$ cat src/rtl/div_seq_ctrl.sv
// -----------------------------------------------------------------------------
// div_seq_ctrl
//
// Control sequencer for an N-iteration restoring shift-subtract divider. The
// datapath (dividend/remainder/quotient registers and subtractor) lives
// outside this block; this FSM issues one strobe per step, owns the
// iteration counter, reports divide-by-zero and runs the start/done/ack
// handshake with the requester.
//
// Step sequence per division:
//   LOAD -> { SHIFT -> SUB -> TEST } x N -> DONE
//   LOAD -> ERR                             (divisor == 0)
// DONE/ERR hold until ack, then return to IDLE.
//
// Parameters:
//   N   number of quotient bits / iterations (2..15)
//   CW  iteration counter width, 2**CW > N
//
// Ports:
//   clk          system clock, all state on the rising edge
//   clr          synchronous active-high reset, overrides every input
//   start        request a division (sampled in IDLE only)
//   div_by_zero  datapath flag, divisor == 0 (sampled in LOAD only)
//   rem_neg      sign of the trial remainder (sampled in TEST only)
//   ack          requester consumed the result (sampled in DONE/ERR only)
//   busy         high in LOAD, SHIFT, SUB, TEST
//   ld_regs      load operands, clear quotient/remainder
//   shift_en     shift remainder:dividend left by one
//   sub_en       latch remainder - divisor as the trial remainder
//   restore_en   write the pre-subtract remainder back
//   q_we         shift q_bit into the quotient LSB
//   q_bit        quotient bit, meaningful while q_we = 1
//   iter_cnt     completed iteration count
//   done         result or error available, held until ack
//   err          divide-by-zero, valid while done = 1
// -----------------------------------------------------------------------------
module div_seq_ctrl #(
  parameter int N  = 8,
  parameter int CW = 4
) (
  input  logic          clk,
  input  logic          clr,
  input  logic          start,
  input  logic          div_by_zero,
  input  logic          rem_neg,
  input  logic          ack,
  output logic          busy,
  output logic          ld_regs,
  output logic          shift_en,
  output logic          sub_en,
  output logic          restore_en,
  output logic          q_we,
  output logic          q_bit,
  output logic [CW-1:0] iter_cnt,
  output logic          done,
  output logic          err
);

  typedef enum logic [2:0] {
    S_IDLE  = 3'd0,
    S_LOAD  = 3'd1,
    S_SHIFT = 3'd2,
    S_SUB   = 3'd3,
    S_TEST  = 3'd4,
    S_DONE  = 3'd5,
    S_ERR   = 3'd6
  } state_t;

  state_t state, state_nxt;

  // The counter value seen in TEST is the count before this iteration's
  // increment, so the last iteration is the one that reads N-1.
  logic last_iter;
  assign last_iter = (iter_cnt == CW'(N - 1));

  // NOTE: clocked state uses non-blocking assignments so every register
  // samples pre-edge values regardless of process ordering.
  always_ff @(posedge clk) begin
    if (clr) state <= S_IDLE;
    else     state <= state_nxt;
  end

  // Cleared on LOAD rather than on entry to IDLE, so the final count stays
  // readable after the requester acknowledges.
  always_ff @(posedge clk) begin
    if (clr)                  iter_cnt <= '0;
    else if (state == S_LOAD) iter_cnt <= '0;
    else if (state == S_TEST) iter_cnt <= iter_cnt + CW'(1);
  end

  always_comb begin
    // NOTE: every output and the next state get a default before the case,
    // so no path through this block can leave a value unassigned (latch).
    state_nxt  = state;
    busy       = 1'b0;
    ld_regs    = 1'b0;
    shift_en   = 1'b0;
    sub_en     = 1'b0;
    restore_en = 1'b0;
    q_we       = 1'b0;
    q_bit      = 1'b0;
    done       = 1'b0;
    err        = 1'b0;

    case (state)
      S_IDLE: begin
        if (start) state_nxt = S_LOAD;
      end
      S_LOAD: begin
        busy      = 1'b1;
        ld_regs   = 1'b1;
        state_nxt = div_by_zero ? S_ERR : S_SHIFT;
      end
      S_SHIFT: begin
        busy      = 1'b1;
        shift_en  = 1'b1;
        state_nxt = S_SUB;
      end
      S_SUB: begin
        busy      = 1'b1;
        sub_en    = 1'b1;
        state_nxt = S_TEST;
      end
      S_TEST: begin
        // A negative trial remainder means the divisor did not fit: record
        // a 0 and put the old remainder back; otherwise keep it and record 1.
        busy       = 1'b1;
        q_we       = 1'b1;
        q_bit      = ~rem_neg;
        restore_en = rem_neg;
        state_nxt  = last_iter ? S_DONE : S_SHIFT;
      end
      S_DONE: begin
        done = 1'b1;
        if (ack) state_nxt = S_IDLE;
      end
      S_ERR: begin
        done = 1'b1;
        err  = 1'b1;
        if (ack) state_nxt = S_IDLE;
      end
      default: begin
        // Unused encoding: fall back to IDLE on the next clock.
        state_nxt = S_IDLE;
      end
    endcase
  end

endmodule

$ cat config.mk
export PLATFORM = sky130hd
export DESIGN_NAME = div_seq_ctrl
export DESIGN_NICKNAME = d
export VERILOG_FILES = /design/src/rtl/div_seq_ctrl.sv
export SDC_FILE = /design/constraint.sdc
export NUM_CORES = 1
export LEC_CHECK = 0
export BUFFER_PORTS_ARGS = -buffer_cell sky130_fd_sc_hd__buf_4
export CORE_AREA = 2 2 44 46
export CTS_BUF_LIST = sky130_fd_sc_hd__clkbuf_8
export CTS_CLUSTER_DIAMETER = 40
export DETAILED_ROUTE_END_ITERATION = 8
export DIE_AREA = 0 0 46 48
export PLACE_DENSITY = 0.55
export SYNTH_ARGS = -nofsm -noshare
export SYNTH_HDL_FRONTEND = slang
export SYNTH_SLANG_ARGS = --single-unit
$ cat constraint.sdc
create_clock -name clk -period 1.2 [get_ports clk]
set_input_delay 0.06 -clock clk [delete_from_list [all_inputs] [get_ports clk]]
set_output_delay 0.06 -clock clk [all_outputs]
set_load 0.02 [all_outputs]
# [Word level (Yosys, flattened, before mapping)]
# Cells that the tools add are included.
[classes] div=0 reduce_logical=5 n_shift=0 n_lt_le_gt_ge=0 n_addsub=1 n_eq_ne=9 mul=0 bitwise_logic=1 muxes=14
[ops] cell="$pmux 3 s6" n=1
[ops] cell="$mux 3" n=4
[ops] cell="$eq 3x3->1 const B" n=3
[ops] cell="$mux 1" n=9
[ops] cell="$eq 3x2->1 const B" n=2
[ops] cell="$add 4x1->4 const B" n=1
[ops] cell="$eq 4x3->1 const B" n=1
[ops] cell="$reduce_or 2->1" n=2
[ops] cell="$reduce_or 4->1" n=1
[ops] cell="$eq 3x1->1 const B" n=1
[ops] cell="$logic_not 3->1" n=1
[ops] cell="$ne 2x1->1 const B" n=1
[ops] cell="$ne 2x2->1 const B" n=1
[ops] cell="$reduce_and 2->1" n=1
[ops] cell="$not 1->1" n=1
[totals] mem_bits_ro=0 latch_bits=0 output_inout_bits=13 input_bits=6 mem_bits_rw=0 regBits=7 n_memories=0 wordCells=32

# [Logic depth before layout (Yosys ltp)]
# Gate-level depths: netlist of the first run.
[logic_depth] word_depth=4 depth_mapped=5 mapped_depth_nobuf=5

# [Least setup slack after synthesis of the first run]
# No wires, ideal clock.
[synth_timing] path_type="reg2reg" from="register iter_cnt[0]" to="register iter_cnt[2]" path_stages_with_launch=5 setup_slack_ps=7 path_buffers=0 setup_time_ps=92 period_less_slack_ps=1193 arrival_ps=1101 t_required_ps=1108 cell_sequence="dfxtp_1 > ha_1 > nor2b_1 > a22oi_1 > o32ai_1"
[synth_via] elab_chain_len=1
[synth_lines] element="start: declaration" line_no="54" source="output logic [CW-1:0] iter_cnt,"
[synth_lines] element="start signal: assignment" line_no="88" source="else if (state == S_TEST) iter_cnt <= iter_cnt + CW'(1);"
[synth_lines] element="$add 4x1->4" line_no="88"
# Every way passes these cells.
# A chain may end at the register's enable or synchronous reset.

# [Worst setup path in the final report of the first run]
[layout_timing] from="register state[0]" to="output done"
[layout_via] elab_chain_len=3 elab_cells_between_ends=4 classes_between="eq/ne: 2; mux: 1; reduce/logical: 1"
[layout_lines] element="start: declaration" line_no="69" source="state_t state, state_nxt;"
[layout_lines] element="start signal: assignment" line_no="80" source="else state <= state_nxt;"
[layout_lines] element="$eq 3x3->1" line_no="105" source="case (state)"
[layout_lines] element="$reduce_or 2->1 (no line) *"
[layout_lines] element="$mux 1 *" line_no="105"
[layout_lines] element="end: declaration" line_no="55" source="output logic done,"
# Every way passes the cells marked *; elsewhere a longest branch is shown, timed or not.

==> metrics.yaml, run 1 <==
yosys.area_share.simple_pct: 34.1
yosysTopAreaCell: "dfxtp_1"
synth.mux.area_fraction_pct: 2.01
cts_buffers: 3
synth_xor_area_share_pct: 5.01
synth_top_family_by_area: "simple AND/OR/NAND/NOR gates"
syn_inst: 59
clk_pin_slew_ps: 40
drive_above_1_share_pct: 60.8
critical_path.max_fanout: 4
design_area_um2: 926
power_density_nw_per_um2: 1720
area_growth_pct: 85.5
die_w_um: 46
drc: 0
hp-class: "in -> reg"
dr.pass1.iters: 4
hold_viol_final: 0
clock_path_buffers: 2
outcome: "complete, but fails checks"
finalClockSkew_ps: 2.55
drt_wl_total_um: 1560
whs_endpoint: "state[2]"
cts_sinks: 7
antennaDiodeCount: 0
syn_nets: 66
path_class: "reg -> out"
grt_max_degree: 11
rrSetupSlack_ps: 40
start_util_pct: 29.6
wire_per_inst_um: 13.7
cap_violations: 0
crit_required_ps: 1140
total_power_w: 0.00159
cts_tree: "built"
r2r_end: "state[1]"
rsz0062_at_grt: "true"
critPathCaptureType: "primary output"
insertion_delay_ps: 240
cts_root_buffer: "clkbuf_8"
h-tree-depth: 1
hold_path_depth: 2
antenna_found_initial: 0
netlist_area_um2: 499
synth-compound-area-share_pct: 20.8
startpoint_type: "register"
io_pins: 19
dp.cells: 103
clock.fmax_ghz: 0.810
dpl_cell_area_um2: 727
stdcell_count: 114
violations: "setup timing"
viasPerCell: 5.11
crit_buf_inv: 2
period_minus_slack_ps: 1230
p_leak_nw: 0.407
dpl.hpwl_um: 1040
ys_seq_area_share_pct: 28.1
synthAdderAreaFrac_pct: 2.51
rows: 15
routabilityCongestion: 0.764
relSlewSlack_pct: 82.5
tightest_slew_ps: 255
synth_top_area_share_pct: 28.1
multi_input_area_um2: 385
min-delay-start: "clr"
cp_top_family: "flip-flops"
port_buffers: 18
die_area_um2: 2210
grt_usage_pct: 15.0
finalMaxSlewViolations: 0
worst_ir_drop_vdd_mv: 0.809
postCtsHoldBufs: 0
crit_path_cell_trace: "buf_6 -> xor2_2 -> and2_4 -> buf_6"
num_vias: 582
grt_overflow_total: 0
r2r_cells: 5
seqCellArea_um2: 151
die_h_um: 48
ys_types: 33
fin_tns_setup_ps: -34.8
synth_warnings: 0
grt_pass1_vias: 501
coreArea_um2: 1690
synthTopCellsByArea: "dfxtp_1 (28%), a31oi_1 (5.0%), nand3b_1 (4.5%)"
synth_area_per_cell_um2: 8.46
ys_ff_latch: 7
setup_violations: 1
final.fill_count: 168
slowest_delay_ps: 360
drt_iter0_markers: 7
slowest_stage: "dfxtp_4"
r2r_start: "state[0]"
fin_ws_ps: -34.8
period_share_pct: 103
cpMostUsedCell: "buf_6"
arrival_ps: 1170
finalNetCount: 105
grt_pass1_wl_um: 2320
antenna_left: 0
cell usage in the layout, fill, tap and decap left out, drive strengths merged, types with 2 or more instances in the layout:
cell    Yosys  final
and2        3      3
nand3b      3      3
nand3       4      4
nor3b       2      2
clkbuf      0      3
a31oi       4      4
a21oi       2      2
and3        2      2
nand2b      2      2
buf         4     38
o21ai       3      3
dfxtp       7      7
nor2        4      4
inv         3      4
per-layer routing:
| metal | share of wire [%] | global-route usage [%] |
|---|---|---|
| met3 | 3.1 | 3.40 |
| met5 | 0 | 0 |
| met1 | 43 | 18.9 |
| met4 | 1.3 | 6.86 |
| met2 | 52 | 24.2 |
worst reg2reg max path: cells and delay by family, from the launching register on:
family | cells | cell delay, ps
flip-flops | 1 | 360
buffers and inverters | 2 | 270
AO/OA/AOI/OAI | 2 | 240
XOR/XNOR | 1 | 180
worst max-delay path by stage:
stage | depth (start not counted) | end | start
4_1_cts | 4 | done | state[0]
3_5_place_dp | 4 | done | state[0]
5_1_grt | 4 | done | state[0]
2_1_floorplan | 4 | iter_cnt[2] | iter_cnt[0]
6_report | 4 | done | state[0]
3_3_place_gp | 4 | done | state[0]
final cells by class:
class	instances	share of cell area, %
clock buffers	3	4.46
clock inverters	1	0.405
inverters	3	1.22
multi-input cells	45	41.6
flip-flops and latches	7	16.4
well taps	17	2.30
repair buffers	38	33.6
cells by family after synthesis:
group,after synthesis
buf+inv,7
mux,1
flops,7
compound gates,15
fa+ha+maj,1
xor+xnor,2
simple gates,26
power breakdown:
group | internal, W | leakage [nW] | switching (W) | total (W)
Sequential | 0.000280 | 0.0590 | 0.0000706 | 0.000350
Combinational | 0.000513 | 0.321 | 0.000377 | 0.000890
Clock | 0.000223 | 0.0269 | 0.000125 | 0.000349
Total | 0.00102 | 0.407 | 0.000573 | 0.00159
state kept, by name, indices dropped and copies added, names as in the netlist:
signal / flops
state: 3
iter_cnt: 4
Yosys cell counts:
cell / count
and3_1: 2
ha_1: 1
nor3b_1: 1
o211ai_1: 1
mux2i_1: 1
a31oi_1: 4
o21bai_1: 1
nor4b_1: 1
nor2_1: 3
nand2_2: 1
xor2_2: 1
nor2b_1: 1
inv_2: 1
inv_1: 2
nand3_1: 4
nand2b_1: 2
o21ai_1: 3
nor2_2: 1
nand4bb_1: 1
xnor2_1: 1
nor3b_2: 1
and2b_1: 1
a21oi_1: 2
and2_1: 3
nand3b_1: 3
nand4_1: 1
o32ai_1: 1
buf_2: 3
a22oi_1: 1
a2111oi_2: 1
buf_6: 1
dfxtp_1: 7
o31ai_1: 1
timing repair:
item,in CTS,in global routing
pin swaps,3,2
hold endpoints to repair,0,0
cloned,0,0
gates resized for setup,12,13
setup endpoints to repair,8,11
buffers inserted,5,3
through the flow:
stage                     hold WS (ps)  setup slack, ps  utilization (%)
final                             86.2            -34.8             54.8
after global routing               109            -69.1             54.8
after CTS                         66.9            -40.0             49.5
after detailed placement           325             43.6             43.0
after global placement             320             66.1             43.0
after floorplan                    200             6.54                -
Power figures use the tool's default switching activity.
==> run 2: changes to the inputs <==
==> constraint.sdc (replaced) <==
create_clock -name clk -period 1.2 [get_ports clk]
set_input_delay 0 -clock clk [delete_from_list [all_inputs] [get_ports clk]]
set_output_delay 0 -clock clk [all_outputs]
set_load 0.02 [all_outputs]
==> run 2 against run 1 <==
Against the previous run: the flow now finishes without violations; critical path depth unchanged; clock power down 6.6%; design area down 14%; register-to-register slack better by 100 ps; clock skew up 0.51 ps; sequential power down 6.0%.
==> metrics.yaml, run 2 (synthesized netlist as in run 1, its figures left out) <==
outcome: "finished, final reports clean"  # was complete, but fails checks
h-tree-depth: 1  # unchanged
critical_path.max_fanout: 5  # was 4
dr.pass1.iters: 4  # unchanged
design_area_um2: 795  # was 926 um2
area_growth_pct: 59.1  # was 85.5%
grt_usage_pct: 12.9  # was 15.0%
cts_tree: "built"  # unchanged
layout_commonest_cell: "buf_4"  # unchanged
largest_reg_flops: 4  # unchanged
r2r_start: "iter_cnt[1]"  # was state[0]
hold_viol_final: 0  # unchanged
relSlewSlack_pct: 83.4  # was 82.5%
whs_endpoint: "state[2]"  # unchanged
final_cell_mix: "buf_4 (24), nand3_1 (4), a31oi_1 (4), dfxtp_1 (4), buf_6 (4)"  # was buf_4 (31), buf_6 (7), nand3_1 (4), a31oi_1 (4), dfxtp_1 (4)
crit_buf_inv: 2  # unchanged
slowest_delay_ps: 350  # was 360 ps
grt_pass1_vias: 467  # was 501
worst_ir_drop_vdd_mv: 0.723  # was 0.809 mV
fin_tns_setup_ps: 0  # was -34.8 ps
finalMaxSlewViolations: 0  # unchanged
viasPerCell: 5.17  # was 5.11
crit_required_ps: 1200  # was 1140 ps
crit_path_cell_trace: "buf_6 -> xor2_4 -> and2_4 -> buf_6"  # was buf_6 -> xor2_2 -> and2_4 -> buf_6
coreArea_um2: 1690  # unchanged
finalClockSkew_ps: 3.06  # was 2.55 ps
cts_buffers: 3  # unchanged
cp_top_family: "flip-flops"  # unchanged
path_depth: 4  # unchanged
clock.fmax_ghz: 0.855  # was 0.810 GHz
rows: 15  # unchanged
port_buffers: 18  # unchanged
grt_overflow_total: 0  # unchanged
num_vias: 538  # was 582
setup_violations: 0  # was 1
clock_path_buffers: 2  # unchanged
hp-class: "in -> reg"  # unchanged
die_area_um2: 2210  # unchanged
drc: 0  # unchanged
wire_per_inst_um: 13.1  # was 13.7 um
grt_pass1_wl_um: 2050  # was 2320 um
period_share_pct: 97.4  # was 103%
top_register: "iter_cnt"  # unchanged
period_minus_slack_ps: 1170  # was 1230 ps
cts_root_buffer: "clkbuf_8"  # unchanged
cpMostUsedCell: "buf_6"  # unchanged
r2r_cells: 4  # was 5
drive_above_1_share_pct: 48.3  # was 60.8%
final_core_utilization_pct: 47.0  # was 54.8%
startpoint_type: "register"  # unchanged
power_density_nw_per_um2: 1690  # was 1720 nW/um2
path_class: "reg -> out"  # unchanged
finalNetCount: 95  # was 105
io_pins: 19  # unchanged
arrival_ps: 1170  # about the same
dpl_cell_area_um2: 697  # was 727 um2
rrSetupSlack_ps: 140  # was 40 ps
die_w_um: 46  # unchanged
insertion_delay_ps: 230  # was 240 ps
top_regs: "iter_cnt x4, state x3"  # unchanged
rsz0062_at_grt: "true"  # unchanged
clk_pin_slew_ps: 40  # about the same
cap_violations: 0  # unchanged
drt_iter0_markers: 9  # was 7
drt_wl_total_um: 1360  # was 1560 um
tightest_slew_ps: 246  # was 255 ps
grt_max_degree: 11  # unchanged
min-delay-start: "clr"  # unchanged
r2r_end: "iter_cnt[3]"  # was state[1]
critPathCaptureType: "primary output"  # unchanged
die_h_um: 48  # unchanged
antenna_found_initial: 0  # unchanged
antenna_left: 0  # unchanged
dpl.hpwl_um: 1030  # was 1040 um
cts_sinks: 7  # unchanged
p_leak_nw: 0.348  # was 0.407 nW
start_util_pct: 29.6  # unchanged
routabilityCongestion: 0.785  # was 0.764
hold_path_depth: 2  # unchanged
slowest_stage: "dfxtp_4"  # unchanged
antennaDiodeCount: 0  # unchanged
[run 2: repair_timing]
action / 4_1_cts / 5_1_grt
gates cloned: 0 / 0
setup endpoints to repair: 3 / 2
pin swaps: 0 / 1
gates resized for setup: 4 / 9
buffers inserted: 0 / 1
hold buffers: 0 / 0
[run 2: area by class of cell]
cell class	instances	area, um2
well taps	17	21.3
fillers	175	895
flip-flops and latches	7	149
inverters	3	11.3
clock buffers	3	41.3
clock inverters	1	3.75
repair buffers	28	225
multi-input cells	45	343
[run 2: per-stage QoR]
stage	power (W)	setup WS (ps)	instances	hold WS, ps
after CTS	0.00126	-34.5	103	15.1
after floorplan	0.000686	6.54	59	79.8
final	0.00134	30.7	104	15.1
after global placement	0.000918	90.9	99	257
after global routing	0.00143	-10.3	104	24.2
after detailed placement	0.000916	89.7	99	260
[run 2: report_power, final]
part / internal [W] / switching, W / total (W) / leakage, nW
Combinational: 0.000350 / 0.000339 / 0.000689 / 0.262
Sequential: 0.000279 / 0.0000499 / 0.000329 / 0.0587
Clock: 0.000221 / 0.000105 / 0.000326 / 0.0269
[run 2: worst reg2reg max path, stage by stage, from the launching register on]
cell and delay [ps]:
dfxtp_1 330, buf_4 130, nand3_1 90, mux2i_1 140, a2111oi_2 270
[run 2: how the worst max path moves through the flow]
stage	end	from
detailed placement	state[2]	state[0]
finish	done	state[1]
CTS	done	state[0]
global placement	state[0]	state[2]
global route	done	state[0]
floorplan	iter_cnt[2]	iter_cnt[0]
[run 2: per-layer routing]
layer	vias to the layer above	part of all wire, %	global-route usage [%]
met1	249	43	15.8
met2	16	52	21.4
met4	0	0	3.43
li1	273	-	-
met5	-	0	0
met3	0	5.1	4.53
